### config.mk
export PLATFORM = sky130hd
export DESIGN_NAME = decode_arbiter_flat
export DESIGN_NICKNAME = d
export VERILOG_FILES = /design/src/rtl/decode_pkg.sv /design/src/rtl/decode_arbiter_if.sv /design/src/rtl/decode_arbiter_decoder.sv /design/src/rtl/decode_arbiter.sv /design/src/flat_wrapper.sv
export SDC_FILE = /design/constraint.sdc
export NUM_CORES = 1
export LEC_CHECK = 0
export CORE_ASPECT_RATIO = 1.1
export CORE_UTILIZATION = 48
export DETAILED_ROUTE_END_ITERATION = 7
export GPL_TIMING_DRIVEN = 0
export PLACE_DENSITY = 0.91
export SYNTH_ARGS = -nofsm -noshare
export SYNTH_HDL_FRONTEND = slang
export SYNTH_SLANG_ARGS = --single-unit
### constraint.sdc
create_clock -name clk_i -period 2.6 [get_ports clk_i]
set_input_delay 0.78 -clock clk_i [delete_from_list [all_inputs] [get_ports clk_i]]
set_output_delay 0.78 -clock clk_i [all_outputs]
set_load 0.02 [all_outputs]
### src/rtl/decode_pkg.sv
// Shared types for the decode arbiter: letter alphabet, arbiter states and
// the 12-letter membership test used by the substitution decoder.
package decode_pkg;

    localparam int CHAR_W = 8;

    typedef enum logic [CHAR_W-1:0] {
        A_E = 8'h45, A_T = 8'h54, A_A = 8'h41, A_O = 8'h4F,
        A_I = 8'h49, A_N = 8'h4E, A_S = 8'h53, A_H = 8'h48,
        A_R = 8'h52, A_D = 8'h44, A_L = 8'h4C, A_U = 8'h55
    } alpha_t;

    typedef enum logic {IDLE, LOCK} arb_state_t;

    function automatic logic is_alpha(input logic [CHAR_W-1:0] c);
        return c inside {A_E, A_T, A_A, A_O, A_I, A_N, A_S, A_H, A_R, A_D, A_L, A_U};
    endfunction

endpackage

### src/rtl/decode_arbiter_if.sv
// Cipher-text ingress and plaintext egress streams of the decode arbiter.
// master = sources plus consumer, slave = the arbiter itself.
interface decode_arbiter_if
    import decode_pkg::*;
#(
    parameter int NREQ = 2
) ();
    localparam int SRC_W = $clog2(NREQ);

    logic [NREQ-1:0]             req_valid;
    logic [NREQ-1:0][CHAR_W-1:0] req_char;
    logic [NREQ-1:0]             req_last;
    logic [NREQ-1:0]             req_ready;
    logic                        out_valid;
    logic [CHAR_W-1:0]           out_char;
    logic                        out_last;
    logic [SRC_W-1:0]            out_src;
    logic                        out_miss;
    logic                        out_ready;

    modport master (
        output req_valid, req_char, req_last, out_ready,
        input  req_ready, out_valid, out_char, out_last, out_src, out_miss
    );

    modport slave (
        input  req_valid, req_char, req_last, out_ready,
        output req_ready, out_valid, out_char, out_last, out_src, out_miss
    );
endinterface

### src/rtl/decode_arbiter_decoder.sv
// Combinational letter substitution over the 12-letter alphabet; any other
// character passes through unchanged and is flagged as a miss.
module decode_arbiter_decoder
    import decode_pkg::*;
(
    input  logic [CHAR_W-1:0] cipher_i,
    output logic [CHAR_W-1:0] plain_o,
    output logic              miss_o
);
    always_comb begin
        plain_o = cipher_i;
        miss_o  = !is_alpha(cipher_i);
        case (cipher_i)
            A_E:     plain_o = A_U;
            A_T:     plain_o = A_N;
            A_A:     plain_o = A_T;
            A_O:     plain_o = A_I;
            A_I:     plain_o = A_E;
            A_N:     plain_o = A_H;
            A_S:     plain_o = A_R;
            A_H:     plain_o = A_A;
            A_R:     plain_o = A_L;
            A_D:     plain_o = A_S;
            A_L:     plain_o = A_D;
            A_U:     plain_o = A_O;
            default: plain_o = cipher_i;
        endcase
    end
endmodule

### src/rtl/decode_arbiter.sv
// Round-robin message arbiter sharing one substitution decoder between NREQ
// sources. Optional DECODE_MISS_CNT_EN adds a saturating miss counter output.
module decode_arbiter
    import decode_pkg::*;
#(
    parameter int NREQ   = 2,
    parameter int MAXLEN = 16
) (
    input  logic                clk_i,
    input  logic                rst_i,
    decode_arbiter_if.slave     bus,
    output logic                busy_o,
`ifdef DECODE_MISS_CNT_EN
    output logic [15:0]         miss_cnt_o,
`endif
    output logic                err_len_o
);
    localparam int SRC_W = $clog2(NREQ);
    localparam int CNT_W = $clog2(MAXLEN + 1);

    arb_state_t        state_q, state_d;
    logic [SRC_W-1:0]  gnt_q, gnt_d, rr_q, rr_d;
    logic [CNT_W-1:0]  count_q, count_d;
    logic              out_valid_q, out_valid_d;
    logic [CHAR_W-1:0] out_char_q, out_char_d;
    logic              out_last_q, out_last_d;
    logic [SRC_W-1:0]  out_src_q, out_src_d;
    logic              out_miss_q, out_miss_d;
    logic              err_len_q, err_len_d;

    logic              out_free, accept, cur_last, force_end, pick_found;
    logic [SRC_W-1:0]  pick_idx, cand;
    logic [CHAR_W-1:0] dec_plain;
    logic              dec_miss;

    assign out_free  = !out_valid_q || bus.out_ready;
    assign accept    = (state_q == LOCK) && bus.req_valid[gnt_q] && out_free;
    assign cur_last  = bus.req_last[gnt_q];
    assign force_end = (count_q == CNT_W'(MAXLEN - 1)) && !cur_last;

    for (genvar gi = 0; gi < NREQ; gi++) begin : g_ready
        assign bus.req_ready[gi] = (state_q == LOCK) && (gnt_q == SRC_W'(gi)) && out_free;
    end

    decode_arbiter_decoder u_decoder (
        .cipher_i (bus.req_char[gnt_q]),
        .plain_o  (dec_plain),
        .miss_o   (dec_miss)
    );

    // Scan from the farthest offset down so the nearest valid at/after rr wins.
    always_comb begin
        pick_found = 1'b0;
        pick_idx   = '0;
        cand       = '0;
        for (int k = NREQ - 1; k >= 0; k--) begin
            cand = SRC_W'((int'(rr_q) + k) % NREQ);
            if (bus.req_valid[cand]) begin
                pick_found = 1'b1;
                pick_idx   = cand;
            end
        end
    end

    always_comb begin
        state_d     = state_q;
        gnt_d       = gnt_q;
        rr_d        = rr_q;
        count_d     = count_q;
        out_valid_d = out_valid_q && !bus.out_ready;
        out_char_d  = out_char_q;
        out_last_d  = out_last_q;
        out_src_d   = out_src_q;
        out_miss_d  = out_miss_q;
        err_len_d   = 1'b0;
        case (state_q)
            IDLE: begin
                if (pick_found) begin
                    gnt_d   = pick_idx;
                    state_d = LOCK;
                end
            end
            LOCK: begin
                if (accept) begin
                    out_valid_d = 1'b1;
                    out_char_d  = dec_plain;
                    out_miss_d  = dec_miss;
                    out_src_d   = gnt_q;
                    out_last_d  = cur_last || force_end;
                    err_len_d   = force_end;
                    if (cur_last || force_end) begin
                        state_d = IDLE;
                        count_d = '0;
                        rr_d    = (gnt_q == SRC_W'(NREQ - 1)) ? '0 : gnt_q + SRC_W'(1);
                    end else begin
                        count_d = count_q + CNT_W'(1);
                    end
                end
            end
            default: state_d = IDLE;
        endcase
    end

    always_ff @(posedge clk_i) begin
        if (rst_i) begin
            state_q     <= IDLE;
            gnt_q       <= '0;
            rr_q        <= '0;
            count_q     <= '0;
            out_valid_q <= 1'b0;
            out_char_q  <= '0;
            out_last_q  <= 1'b0;
            out_src_q   <= '0;
            out_miss_q  <= 1'b0;
            err_len_q   <= 1'b0;
        end else begin
            state_q     <= state_d;
            gnt_q       <= gnt_d;
            rr_q        <= rr_d;
            count_q     <= count_d;
            out_valid_q <= out_valid_d;
            out_char_q  <= out_char_d;
            out_last_q  <= out_last_d;
            out_src_q   <= out_src_d;
            out_miss_q  <= out_miss_d;
            err_len_q   <= err_len_d;
        end
    end

    assign bus.out_valid = out_valid_q;
    assign bus.out_char  = out_char_q;
    assign bus.out_last  = out_last_q;
    assign bus.out_src   = out_src_q;
    assign bus.out_miss  = out_miss_q;
    assign busy_o        = (state_q == LOCK);
    assign err_len_o     = err_len_q;

`ifdef DECODE_MISS_CNT_EN
    logic [15:0] miss_cnt_q, miss_cnt_d;

    always_comb begin
        miss_cnt_d = miss_cnt_q;
        if (out_valid_q && bus.out_ready && out_miss_q && (miss_cnt_q != 16'hFFFF))
            miss_cnt_d = miss_cnt_q + 16'd1;
    end

    always_ff @(posedge clk_i) begin
        if (rst_i) miss_cnt_q <= '0;
        else       miss_cnt_q <= miss_cnt_d;
    end

    assign miss_cnt_o = miss_cnt_q;
`endif
endmodule

### src/flat_wrapper.sv
// flat-port wrapper written by rule: the top's interface ports become plain ports
module decode_arbiter_flat import decode_pkg::*;
#(
    parameter int NREQ   = 2,
    parameter int MAXLEN = 16
)
  (clk_i, rst_i, busy_o, err_len_o, bus_req_valid, bus_req_char, bus_req_last, bus_out_ready, bus_req_ready, bus_out_valid, bus_out_char, bus_out_last, bus_out_src, bus_out_miss);
  decode_arbiter_if #(.NREQ(NREQ)) bus_i ();
  input  logic clk_i;
  input  logic rst_i;
  output logic busy_o;
  output logic err_len_o;
  input wire logic [$bits(bus_i.req_valid)-1:0] bus_req_valid;
  input wire logic [$bits(bus_i.req_char)-1:0] bus_req_char;
  input wire logic [$bits(bus_i.req_last)-1:0] bus_req_last;
  input wire logic [$bits(bus_i.out_ready)-1:0] bus_out_ready;
  output wire logic [$bits(bus_i.req_ready)-1:0] bus_req_ready;
  output wire logic [$bits(bus_i.out_valid)-1:0] bus_out_valid;
  output wire logic [$bits(bus_i.out_char)-1:0] bus_out_char;
  output wire logic [$bits(bus_i.out_last)-1:0] bus_out_last;
  output wire logic [$bits(bus_i.out_src)-1:0] bus_out_src;
  output wire logic [$bits(bus_i.out_miss)-1:0] bus_out_miss;
  assign bus_i.req_valid = bus_req_valid;
  assign bus_i.req_char = bus_req_char;
  assign bus_i.req_last = bus_req_last;
  assign bus_i.out_ready = bus_out_ready;
  assign bus_req_ready = bus_i.req_ready;
  assign bus_out_valid = bus_i.out_valid;
  assign bus_out_char = bus_i.out_char;
  assign bus_out_last = bus_i.out_last;
  assign bus_out_src = bus_i.out_src;
  assign bus_out_miss = bus_i.out_miss;
  decode_arbiter #(.NREQ(NREQ), .MAXLEN(MAXLEN)) u_core (.clk_i(clk_i), .rst_i(rst_i), .bus(bus_i), .busy_o(busy_o), .err_len_o(err_len_o));
endmodule
==> impl_results.rst <==
.. list-table::
   :header-rows: 1

   * - Metric
     - Value
   * - Router iterations before antenna repair
     - 4
   * - Final Wtd Congestion
     - 0.916
   * - Maximum achievable frequency
     - 387 MHz
   * - CP Capture Type
     - flop
   * - # setup viols final
     - 0
   * - Global-route wire length before repair
     - 5.73 mm
   * - Worst setup slack for register-to-register paths
     - 0.26 ns
   * - Worst min path class
     - reg2reg
   * - Die Span Y
     - 59.4 um
   * - Relative contribution of the clock network to total power
     - 20.8%
   * - Minimum hold slack
     - 0.485 ns
   * - Die Wd
     - 54.2 um
   * - Standard cell core area
     - 2800 um2
   * - Per-cell routed wire length
     - 15.8 um
   * - Most used standard cells in the synthesized netlist
     - sky130_fd_sc_hd__nor2_1, sky130_fd_sc_hd__dfxtp_1, sky130_fd_sc_hd__a211oi_1, sky130_fd_sc_hd__nor3_1, sky130_fd_sc_hd__a21oi_1
   * - Placed Area
     - 1800 um2
   * - # Max-Cap Violations
     - 0
   * - Fill cell total of the finished layout
     - 233
   * - Hold wc startpoint
     - u_core.count_q[1]
   * - Detailed-route via count
     - 1439
   * - Count of flip-flops with a built-in enable after synthesis
     - 0
   * - Critical register-to-register path startpoint
     - u_core.gnt_q
   * - Prevailing post-synth register cell
     - sky130_fd_sc_hd__dfxtp_1
   * - Number of global-route vias before repair
     - 1280
   * - Layout Cell Area excl Fill
     - 1880 um2
   * - Relative slew slack
     - 53.6%
   * - Layer carrying the most global-route usage
     - met2
   * - Total of flip-flops plus latches after synthesis
     - 21
   * - Overall track demand over capacity in global routing
     - 24.2%
   * - Critical Path Source Type
     - input pin
   * - Ant. Diodes
     - 0
   * - Post-Synthesis Mean Instance Area
     - 8.56 um2
   * - IO Port Bufs
     - 32
   * - Antenna violations before repair
     - 0
   * - Synthesized instance count
     - 168
   * - Fraction of the cycle the final worst path needs
     - 99.4%
   * - Routing usage on met2
     - 39.2%
   * - Internal cell power
     - 520 uW
   * - Maximum level of the CTS H-tree
     - 1
   * - Area grow syn2layout
     - 30.8%
   * - Final hold violations
     - 0
   * - Share of total power in combinational logic
     - 33.5%
   * - End of the worst register-to-register path
     - u_core.bus.out_char[2]
   * - Largest net degree at the start of global routing
     - 13
   * - Number of clock buffers inserted by TritonCTS
     - 3
   * - Switching part of the total
     - 33.7%
   * - Effective utilization at floorplan
     - 51.3%
   * - Hold path depth
     - 2
   * - GR Util met3
     - 5.38%
   * - Count of routing violations after the opening detailed-route iteration
     - 66
   * - Main area contributors after synthesis
     - sky130_fd_sc_hd__dfxtp_1, sky130_fd_sc_hd__nor2_1, sky130_fd_sc_hd__a211oi_1
   * - Type of the worst setup path
     - in2reg
   * - Reported net switching power
     - 265 uW
   * - Part of the power in registers
     - 45.7%
   * - Proportion of synthesized chip area in sequential cells
     - 29.2%
   * - Net count reported at finish
     - 230
   * - Clock sink count
     - 21
   * - Cell taking the most area after synthesis
     - sky130_fd_sc_hd__dfxtp_1
   * - Capture endpoint of the worst hold path
     - u_core.count_q[1]
   * - Worst supply voltage drop on vdd
     - 349 uV
   * - Synth top area share
     - 29.2%
   * - Crit path max fanout
     - 5
   * - Time the worst path needs with I/O delays and setup
     - 2.58 ns
   * - Congestion Overflow GR
     - 0
   * - Count of standard-cell rows
     - 20
   * - Number of warnings reported in the yosys synthesis log
     - 0
   * - TritonCTS clock tree
     - yes
   * - Slew Viols, Final
     - 0
   * - Outcome
     - finished clean
   * - Final Skew
     - 0.00545 ns
   * - CTS max path bufs
     - 2
   * - Share of flip-flops with an asynchronous set or reset
     - 0%
   * - Reg2reg path depth
     - 6
   * - Final routed DRC violation total
     - 0
   * - Via count normalized by instance count
     - 6.07
   * - Die area
     - 3220 um2
   * - Post-CTS setup buffers
     - 0
   * - Leading cell type by number of instances after synthesis
     - sky130_fd_sc_hd__nor2_1
   * - Register clock-pin slew on the reported worst setup and hold paths
     - 0.12 ns
   * - Distinct cells, synth
     - 52
   * - Aggregate routed wire length
     - 3.74 mm
   * - Dpl hpwl
     - 2.55 mm
   * - Number of buffers added to fix hold violations after cts
     - 0
   * - Cell leakage power
     - 0.000679 uW
   * - Post-Syn Nets
     - 193
   * - Worst-margin pin slew
     - 0.678 ns
   * - Root buf cell
     - sky130_fd_sc_hd__clkbuf_4
   * - Clock latency reported for the late side of the worst-skew pair
     - 0.31 ns
   * - Io pins
     - 39
   * - GRT met1 Usage
     - 30.8%
   * - Worst endpoint data arrival time
     - 2.81 ns
   * - PD cells
     - 417 nW/um2
   * - Layout cell share with drive strength beyond 1
     - 19.1%
   * - Cell area after synthesis
     - 1440 um2
   * - Required time of the critical path
     - 2.83 ns
   * - Antenna-violating nets left
     - 0
[registers in the layout, indices dropped and copies added (netlist names)]
signal	flops
u_core.rr_q	1
u_core.bus.out_char	8
u_core.err_len_o	1
u_core.bus.out_valid	1
u_core.gnt_q	1
u_core.bus.out_src	1
u_core.busy_o	1
u_core.bus.out_last	1
u_core.bus.out_miss	1
u_core.count_q	5
[critical path, cell delays in order]
cell,delay [ns]
sky130_fd_sc_hd__clkdlybuf4s50_1,0.47
sky130_fd_sc_hd__nor4b_4,0.53
sky130_fd_sc_hd__o21ai_2,0.16
sky130_fd_sc_hd__nor4_2,0.46
sky130_fd_sc_hd__a2111oi_0,0.18
sky130_fd_sc_hd__a211oi_1,0.24
[cells in the final DEF (no fill, tap or decap), drive strengths merged, types with 4 or more instances in the layout]
cell,Yosys,routed
clkdlybuf4s50,0,30
nor2,25,25
dfxtp,21,21
a211oi,11,11
buf,8,10
nor3,9,9
a21oi,7,7
clkbuf,4,7
nand2,6,6
xor2,6,6
mux2i,6,6
nor3b,6,6
inv,6,6
o21ai,5,5
mux2,4,4
[power groups by stage]
stage                     clock network [uW]  logic (uW)  registers, uW
after CTS                                164         248            358
after floorplan                            0         138            382
after detailed placement                   0         246            365
after global placement                     0         243            364
after global routing                     178         284            362
final                                    163         263            359
[kinds of logic after synthesis]
| logic type | after synthesis | synth area share (%) |
|---|---|---|
| multiplexers | 10 | 7.31 |
| flip-flops | 21 | 29.2 |
| AO/OA/AOI/OAI | 40 | 22.8 |
| adder cells (fa/ha/maj) | 2 | 1.74 |
| buffers and inverters | 18 | 6.53 |
| XOR/XNOR | 9 | 5.48 |
| AND/OR/NAND/NOR | 68 | 26.9 |
[stage by stage]
| step | setup TNS (ns) | utilization, % | std cells | total power [uW] | setup WS, ns |
|---|---|---|---|---|---|
| after CTS | 0 | 64.8 | 237 | 770 | 0.0126 |
| after global placement | -2.20 | 64.2 | 233 | 608 | -0.359 |
| after detailed placement | -2.23 | 64.2 | 233 | 611 | -0.344 |
| after floorplan | 0 | - | 168 | 519 | 0.270 |
| after global routing | -0.135 | 67.1 | 237 | 823 | -0.0805 |
| final | 0 | 67.1 | 237 | 785 | 0.0161 |
[cell type report]
class | instances | area, um2 | share of cell area [%]
well taps | 33 | 41.3 | 2.20
inverters | 6 | 22.5 | 1.20
multi-input cells | 129 | 987 | 52.5
clock inverters | 1 | 5.00 | 0.266
plain buffers | 12 | 71.3 | 3.79
clock buffers | 3 | 22.5 | 1.20
repair buffers | 32 | 310 | 16.5
flip-flops and latches | 21 | 420 | 22.4
[worst max-delay path by stage]
stage / from / endpoint / slack, ns / cells after the start
after floorplan: bus_req_char[11] / u_core.bus.out_char[1] / 0.27 / 6
after global placement: bus_out_ready / bus_req_ready[0] / -0.36 / 5
after detailed placement: bus_out_ready / bus_req_ready[1] / -0.34 / 5
after CTS: bus_req_char[5] / u_core.bus.out_char[2] / 0.01 / 6
after global routing: bus_req_char[7] / u_core.bus.out_char[2] / -0.08 / 6
final: bus_req_char[7] / u_core.bus.out_char[2] / 0.02 / 6
[what timing repair did]
| action | 4_1_cts | 5_1_grt |
|---|---|---|
| pin swaps | 0 | 3 |
| setup endpoints to repair | 2 | 6 |
| endpoints found under the hold margin | 0 | 0 |
| gates resized for setup | 8 | 9 |
[layer usage]
| metal | routed length, um | share of wire [%] | vias to the layer above |
|---|---|---|---|
| li1 | - | - | 707 |
| met2 | 1840 | 49 | 58 |
| met5 | 0 | 0 | - |
| met3 | 218 | 5.8 | 4 |
| met4 | 30 | 0.80 | 0 |
| met1 | 1660 | 44 | 670 |
No activity file was read; power rests on OpenSTA's default activity.
